--- config.mk ---
export PLATFORM = sky130hd
export DESIGN_NAME = parser_sequencer
export DESIGN_NICKNAME = d
export VERILOG_FILES = /design/src/rtl/parser_sequencer.sv
export SDC_FILE = /design/constraint.sdc
export NUM_CORES = 1
export LEC_CHECK = 0
export ABC_AREA = 1
export CORE_AREA = 2 2 93 163
export DETAILED_ROUTE_END_ITERATION = 12
export DIE_AREA = 0 0 95 165
export PLACE_DENSITY = 0.75
export SYNTH_ARGS = -nofsm -noshare
export SYNTH_HDL_FRONTEND = slang
export SYNTH_SLANG_ARGS = --single-unit
--- constraint.sdc ---
create_clock -name i_clk -period 4.8 [get_ports i_clk]
set_input_delay 0.72 -clock i_clk [delete_from_list [all_inputs] [get_ports i_clk]]
set_output_delay 0.72 -clock i_clk [all_outputs]
set_load 0.05 [all_outputs]
--- src/rtl/parser_sequencer.sv ---
// -----------------------------------------------------------------------------
// parser_sequencer
//
// Collects three-word ITCH frames from a word stream and presents them to a
// downstream parser as a stable register triple with a valid/ready handoff.
// A word flagged i_sof always starts a new frame. A partial frame interrupted
// by a new start-of-frame is dropped. Stray non-sof words seen while idle are
// also dropped.
//
// Optional feature (macro PARSER_SEQ_TIMEOUT_EN): a partial frame that sees
// no accepted word for TIMEOUT_CYCLES consecutive cycles is abandoned and
// counted as a drop. With the macro undefined, a partial frame waits
// indefinitely.
//
// Parameters
//   REG_WIDTH       width of message words and frame registers
//   TIMEOUT_CYCLES  idle-cycle limit inside a partial frame (macro builds only)
//
// Ports
//   i_clk           clock, rising edge
//   i_rst_n         asynchronous active-low reset
//   i_data          incoming message word
//   i_valid         i_data valid
//   i_sof           i_data is the first word of a frame
//   o_ready         a word is accepted this cycle when i_valid is also high
//   o_reg_1..3      frame words 1..3
//   o_frame_valid   o_reg_1..3 hold a complete frame
//   i_frame_ready   parser consumes the presented frame
//   o_drop_cnt      saturating count of discarded words / aborted frames
//   o_frame_cnt     wrapping count of frames handed off
//
// State  | meaning
// -------+------------------------------------------------------------
// IDLE   | waiting for a start-of-frame word
// GOT1   | word 1 held, waiting for word 2
// GOT2   | words 1-2 held, waiting for word 3
// PRESENT| complete frame presented, waiting for i_frame_ready
// -----------------------------------------------------------------------------
module parser_sequencer #(
    parameter int REG_WIDTH      = 32,
    parameter int TIMEOUT_CYCLES = 64
) (
    input  logic                 i_clk,
    input  logic                 i_rst_n,
    input  logic [REG_WIDTH-1:0] i_data,
    input  logic                 i_valid,
    input  logic                 i_sof,
    output logic                 o_ready,
    output logic [REG_WIDTH-1:0] o_reg_1,
    output logic [REG_WIDTH-1:0] o_reg_2,
    output logic [REG_WIDTH-1:0] o_reg_3,
    output logic                 o_frame_valid,
    input  logic                 i_frame_ready,
    output logic [15:0]          o_drop_cnt,
    output logic [31:0]          o_frame_cnt
);

    typedef enum logic [1:0] {
        IDLE    = 2'd0,
        GOT1    = 2'd1,
        GOT2    = 2'd2,
        PRESENT = 2'd3
    } state_t;

    // Elaboration-time sanity check on the timeout limit.
    if (TIMEOUT_CYCLES < 1) begin : g_bad_timeout
        $error("parser_sequencer: TIMEOUT_CYCLES must be at least 1");
    end

    state_t               state_q, state_d;
    logic [REG_WIDTH-1:0] reg1_q, reg1_d;
    logic [REG_WIDTH-1:0] reg2_q, reg2_d;
    logic [REG_WIDTH-1:0] reg3_q, reg3_d;
    logic [15:0]          drop_cnt_q, drop_cnt_d;
    logic [31:0]          frame_cnt_q, frame_cnt_d;
    logic                 accept;
    logic                 drop_inc;

`ifdef PARSER_SEQ_TIMEOUT_EN
    localparam int TW = $clog2(TIMEOUT_CYCLES + 1);
    logic [TW-1:0] tmo_q, tmo_d;
`endif

    assign accept = i_valid && (state_q != PRESENT);

    always_comb begin
        state_d     = state_q;
        reg1_d      = reg1_q;
        reg2_d      = reg2_q;
        reg3_d      = reg3_q;
        frame_cnt_d = frame_cnt_q;
        drop_inc    = 1'b0;

        case (state_q)
            IDLE: begin
                if (accept) begin
                    if (i_sof) begin
                        reg1_d  = i_data;
                        state_d = GOT1;
                    end else begin
                        drop_inc = 1'b1;
                    end
                end
            end
            GOT1, GOT2: begin
                if (accept) begin
                    if (i_sof) begin
                        // Resync on the new frame; the partial one is lost.
                        reg1_d   = i_data;
                        state_d  = GOT1;
                        drop_inc = 1'b1;
                    end else if (state_q == GOT1) begin
                        reg2_d  = i_data;
                        state_d = GOT2;
                    end else begin
                        reg3_d  = i_data;
                        state_d = PRESENT;
                    end
                end
            end
            PRESENT: begin
                if (i_frame_ready) begin
                    state_d     = IDLE;
                    frame_cnt_d = frame_cnt_q + 32'd1;
                end
            end
            default: state_d = IDLE;
        endcase

`ifdef PARSER_SEQ_TIMEOUT_EN
        // Counts consecutive idle cycles inside a partial frame; the cycle
        // that would reach the limit abandons the frame.
        tmo_d = '0;
        if (((state_q == GOT1) || (state_q == GOT2)) && !accept) begin
            if (tmo_q == TW'(TIMEOUT_CYCLES - 1)) begin
                state_d  = IDLE;
                drop_inc = 1'b1;
            end else begin
                tmo_d = tmo_q + TW'(1);
            end
        end
`endif

        drop_cnt_d = drop_cnt_q;
        if (drop_inc && (drop_cnt_q != 16'hFFFF)) begin
            drop_cnt_d = drop_cnt_q + 16'd1;
        end
    end

    always_ff @(posedge i_clk or negedge i_rst_n) begin
        if (!i_rst_n) begin
            state_q     <= IDLE;
            reg1_q      <= '0;
            reg2_q      <= '0;
            reg3_q      <= '0;
            drop_cnt_q  <= '0;
            frame_cnt_q <= '0;
        end else begin
            state_q     <= state_d;
            reg1_q      <= reg1_d;
            reg2_q      <= reg2_d;
            reg3_q      <= reg3_d;
            drop_cnt_q  <= drop_cnt_d;
            frame_cnt_q <= frame_cnt_d;
        end
    end

`ifdef PARSER_SEQ_TIMEOUT_EN
    always_ff @(posedge i_clk or negedge i_rst_n) begin
        if (!i_rst_n) begin
            tmo_q <= '0;
        end else begin
            tmo_q <= tmo_d;
        end
    end
`endif

    // Pure state decodes: no combinational path from any input.
    assign o_ready       = (state_q != PRESENT);
    assign o_frame_valid = (state_q == PRESENT);
    assign o_reg_1       = reg1_q;
    assign o_reg_2       = reg2_q;
    assign o_reg_3       = reg3_q;
    assign o_drop_cnt    = drop_cnt_q;
    assign o_frame_cnt   = frame_cnt_q;

endmodule

==> flow_summary.yaml, run 1 <==
power:
  p_per_area_nw_per_um2: 676.1
  power.leakage_nw: 4.107
  ir_drop_mv: 0.5099
  fin_total_pwr_mw: 6.029
critical_path:
  worstSetupStartpointType: "flip-flop"
  crit_arrival_ns: 1.98
  critPathMaxFanout: 5
  end_kind: "primary output"
  cp.required_ns: 4.08
  rr_worst_depth: 4
  path_class: "reg -> out"
global_routing:
  grt-ovfl-total: 0
  grt_util_all_layers: 0.2148
  antenna_found_initial: 0
  grt_pass1_wl_um: 26160
  grt_max_degree: 109
  grt_pass1_vias: 5276
timing:
  finalSetupViolCount: 0
  setup_ws_ns: 2.098
  finalCriticalPeriod_ns: 2.702
  rsz0062_at_grt: "false"
  tightestPinTransition_ns: 1.007
  period_share: 0.5629
  hold_ws_ns: 0.4024
  relSlewSlack: 0.3266
  final.setup.tns_ns: 0
  fmax_ghz: 0.3701
  drv_slew: 0
  skew_ns: 0.01289
  hold_viol_final: 0
drt:
  drc: 0
  drtPass1Iterations: 4
  viasPerCell: 4.806
  vias: 5219
  drt_iter0_markers: 194
  wl_per_cell_um: 14.73
  wl_um: 15990
  ant_nets: 0
floorplanning:
  die_h_um: 165
  core_um2: 14300
  row_count: 58
  dieArea_um2: 15680
  initial_core_util: 0.4457
  die_x_um: 95
  ios: 183
finish:
  final_common_cell: "nand2_1"
  fin_util: 0.6238
  layout-drive-gt1-share: 0.07285
  area_growth_pct: 39.96
  fin_area_um2: 8919
  final_cell_mix: "nand2_1, clkdlybuf4s50_1, dfrtp_1"
  final_net_count: 938
  stdcell_count: 1086
  antennaDiodeCount: 0
synth:
  yosysSeqAreaShare: 0.5733
  synth-simple-area-share: 0.2240
  synth_compound_area_frac: 0.08600
  synth_xor_area_frac: 0.04123
  netlist_instances: 709
  synthAdderAreaFrac: 0.01571
  synth_top_family_by_area: "simple AND/OR/NAND/NOR gates"
  synth_fp_nets: 754
  syn_avg_cell_area_um2: 8.988
  ys_warn_count: 0
  synthMuxAreaShare: 0
  ys_ff_latch: 146
  synth_cell_types: 30
  syn_area_um2: 6372
clock_tree:
  cts_htree_levels: 4
  cts.sink_count: 146
  clk_path_buf_depth: 2
  clock_latency_ns: 0.41
  clkTransAtPathRegs_ns: 0.07
  numCtsBuffers: 17
  postCtsSetupRepairBufs: 0
  cts_tree: "yes"
  cts_root_buffer: "clkbuf_16"
  ctsResizeCount: 0
  postCtsHoldBufs: 0
place:
  pre_cts_ws_ns: 2.147
  gp_congestion: 0.8515
  portBuffers: 182
  place_hpwl_um: 11320
  postPlaceCellArea_um2: 8346
  dp_cells: 1054
run:
  maxCapViolCount: 0
run_status:
  status: "completed"
hold_path:
  hold_class: "in -> async"
[cells by family after synthesis]
kind of cell             Yosys count
AO/OA/AOI/OAI                    109
flip-flops                       146
XOR/XNOR                          30
AND/OR/NAND/NOR                  321
adder cells (fa/ha/maj)            8
buffers and inverters             95
[flip-flops by register name, summed over array words and instances, names as in the netlist]
name,flops
o_reg_2,32
o_frame_cnt,32
o_reg_3,32
state_q,2
o_drop_cnt,16
o_reg_1,32
[path summary, 6_finish.rpt]
kind	startpoint	end	slack [ns]
min in group i_clk	o_reg_1[8]$_DFFE_PN0P_	o_reg_1[8]$_DFFE_PN0P_	0.48
max	state_q[0]$_DFFE_PN0P_	o_ready	2.10
max reg2reg	state_q[0]$_DFFE_PN0P_	o_reg_3[9]$_DFFE_PN0P_	2.67
max in group asynchronous	i_rst_n	o_reg_1[11]$_DFFE_PN0P_	3.21
min	i_rst_n	o_frame_cnt[26]$_DFFE_PN0P_	0.40
min reg2reg	o_reg_1[8]$_DFFE_PN0P_	o_reg_1[8]$_DFFE_PN0P_	0.48
[final cells by class]
cell class | count | area, um^2
inverter | 76 | 290.3
clock buffer | 18 | 429.2
sequential | 146 | 3654
timing repair buffer | 184 | 1838
fill | 1239 | 5378
multi-input combinational | 468 | 2338
clock inverter | 14 | 143.9
tap | 180 | 225.2
[cell usage after synthesis (all sizes together)]
| cell | instances | share of area |
|---|---|---|
| a21oi | 1 | 0.00078 |
| and3 | 1 | 0.00098 |
| buf | 7 | 0.0071 |
| clkbuf | 12 | 0.0071 |
| clkinv | 2 | 0.0020 |
| dfrtp | 146 | 0.57 |
| ha | 8 | 0.016 |
| inv | 74 | 0.044 |
| nand2 | 222 | 0.14 |
| nand3 | 24 | 0.023 |
| nand3b | 2 | 0.0024 |
| nand4 | 17 | 0.019 |
| nor2 | 47 | 0.035 |
| nor3 | 8 | 0.0086 |
| o21ai | 107 | 0.084 |
| o31ai | 1 | 0.0012 |
| xnor2 | 19 | 0.026 |
| xor2 | 11 | 0.015 |
[routing by layer]
layer  up-vias  GRT usage  share of wire
li1       2608          -              -
met1      2446     0.2450           0.40
met2       145     0.3849           0.54
met3        20    0.04927          0.045
met4         0    0.08103          0.020
met5         -          0              0
[power breakdown]
part	internal (mW)	switching [mW]	total, mW	leakage [nW]
Combinational	0.878	1.99	2.87	1.97
Clock	0.731	0.554	1.29	0.274
Sequential	1.62	0.250	1.87	1.86
Total	3.23	2.80	6.03	4.11
[worst max-delay path, stage by stage (launching register included)]
cell and delay [ns]:
dfrtp_1 0.43, ha_1 0.25, inv_2 0.09, clkdlybuf4s50_1 0.80
No activity file was read; power rests on OpenSTA's default activity.
==> run 2: changes to the inputs <==
- clock period: 4.8 -> 2.81 ns (I/O delays scaled with it)
==> run 2 against run 1 <==
  * Cell area grew 0.35%
  * Critical path depth unchanged
  * Utilization increased by 0.22 points
  * Via count increased by 2.3%
  * Highest routed layer unchanged
==> flow_summary.yaml, run 2 (synthesis gave the netlist of run 1 again) <==
floorplanning:
  die_x_um: 95
  initial_core_util: 0.4457
  core_um2: 14300
  dieArea_um2: 15680
  ios: 183
  row_count: 58
  die_h_um: 165
place:
  place_hpwl_um: 11710
  gp_congestion: 0.8545
  pre_cts_ws_ns: 0.4691
  dp_cells: 1056
  portBuffers: 182
critical_path:
  path_class: "reg -> out"
  critPathMaxFanout: 5
  cp.required_ns: 2.39
  worstSetupStartpointType: "flip-flop"
  end_kind: "primary output"
  crit_arrival_ns: 1.96
global_routing:
  gr-usage-met1: 0.2471
  antenna_found_initial: 0
  grt_pass1_vias: 5336
  grt_max_degree: 81
  met3_usage: 0.05292
  grt-ovfl-total: 0
  grt_util_all_layers: 0.2183
  grt_pass1_wl_um: 26290
  use_met2: 0.3820
  grt-busiest-layer: "met2"
clock_tree:
  clk_path_buf_depth: 2
  cts_htree_levels: 4
  postCtsSetupRepairBufs: 0
  clock_latency_ns: 0.41
  cts_root_buffer: "clkbuf_16"
  postCtsHoldBufs: 0
  cts_tree: "yes"
  clkTransAtPathRegs_ns: 0.07
  numCtsBuffers: 17
  ctsResizeCount: 0
  cts.sink_count: 146
power:
  p_per_area_nw_per_um2: 1153
  power_frac_comb: 0.477
  ir_drop_mv: 0.7100
  pwr-share-clk: 0.213
  swShare: 0.4642
  p_sw_mw: 4.788
  p_int_mw: 5.527
  power.leakage_nw: 4.125
  p_seq_frac: 0.310
timing:
  hold_ws_ns: 0.02740
  period_share: 0.8473
  setup_ws_ns: 0.4290
  hold_viol_final: 0
  skew_ns: 0.01016
  relSlewSlack: 0.4531
  tightestPinTransition_ns: 0.8188
  finalCriticalPeriod_ns: 2.381
  rsz0062_at_grt: "false"
  finalSetupViolCount: 0
  drv_slew: 0
  final.setup.tns_ns: 0
  fmax_ghz: 0.4200
finish:
  antennaDiodeCount: 0
  final_common_cell: "nand2_1"
  area_growth_pct: 40.45
  fin_util: 0.6260
  final_cell_mix: "nand2_1, clkdlybuf4s50_1, dfrtp_1"
  stdcell_count: 1088
  final_net_count: 940
  fill_cells: 1195
  layout-drive-gt1-share: 0.07489
drt:
  ant_nets: 0
  drc: 0
  drtPass1Iterations: 4
  drt_iter0_markers: 261
  vias: 5340
  wl_per_cell_um: 15.02
  viasPerCell: 4.908
  wl_um: 16340
run:
  maxCapViolCount: 0
run_status:
  status: "completed"
hold_path:
  hold_class: "in -> async"
==> run 2: path summary, 6_finish.rpt <==
kind	end	start	slack, ns	depth (start not counted)
max	o_ready	state_q[0]$_DFFE_PN0P_	0.43	3
min	o_frame_cnt[0]$_DFFE_PN0P_	i_rst_n	0.03	1
max reg2reg	o_reg_3[9]$_DFFE_PN0P_	state_q[0]$_DFFE_PN0P_	0.68	4
min reg2reg	o_reg_2[31]$_DFFE_PN0P_	o_reg_2[31]$_DFFE_PN0P_	0.48	2
max in group asynchronous	o_reg_1[16]$_DFFE_PN0P_	i_rst_n	2.02	2
min in group i_clk	o_reg_2[31]$_DFFE_PN0P_	o_reg_2[31]$_DFFE_PN0P_	0.48	2
==> run 2: per-layer routing <==
| metal | share of wire | wire [um] |
|---|---|---|
| met1 | 0.39 | 6301 |
| met2 | 0.53 | 8625 |
| met3 | 0.052 | 856 |
| met4 | 0.034 | 556 |
| met5 | 0 | 0 |
==> run 2: final cells by class <==
cell class                 count  area [um^2]  area share
clock buffer                  18        429.2     0.04795
clock inverter                14        147.6     0.01650
sequential                   146         3654      0.4082
tap                          180        225.2     0.02516
timing repair buffer         186         1866      0.2084
multi-input combinational    468         2338      0.2613
inverter                      76        290.3     0.03243
==> run 2: power by group through the flow <==
stage / logic (mW) / registers, mW / clock network [mW]
final: 4.92 / 3.20 / 2.20
after global routing: 5.20 / 3.28 / 2.35
after CTS: 4.97 / 3.21 / 2.26
after detailed placement: 4.96 / 3.22 / 0
after global placement: 4.89 / 3.21 / 0
after floorplan: 0.916 / 5.48 / 0
==> run 2: worst max-delay path, cell delays in order, from the launching register on <==
cell and delay (ns):
dfrtp_1 0.43, ha_1 0.25, inv_2 0.08, clkdlybuf4s50_1 0.79
==> run 2: stage by stage <==
step / total power, mW / area [um^2]
floorplan: 6.393 / 6372
global placement: 8.097 / 8373
detailed placement: 8.176 / 8373
CTS: 10.43 / 8950
global route: 10.83 / 8950
finish: 10.32 / 8950
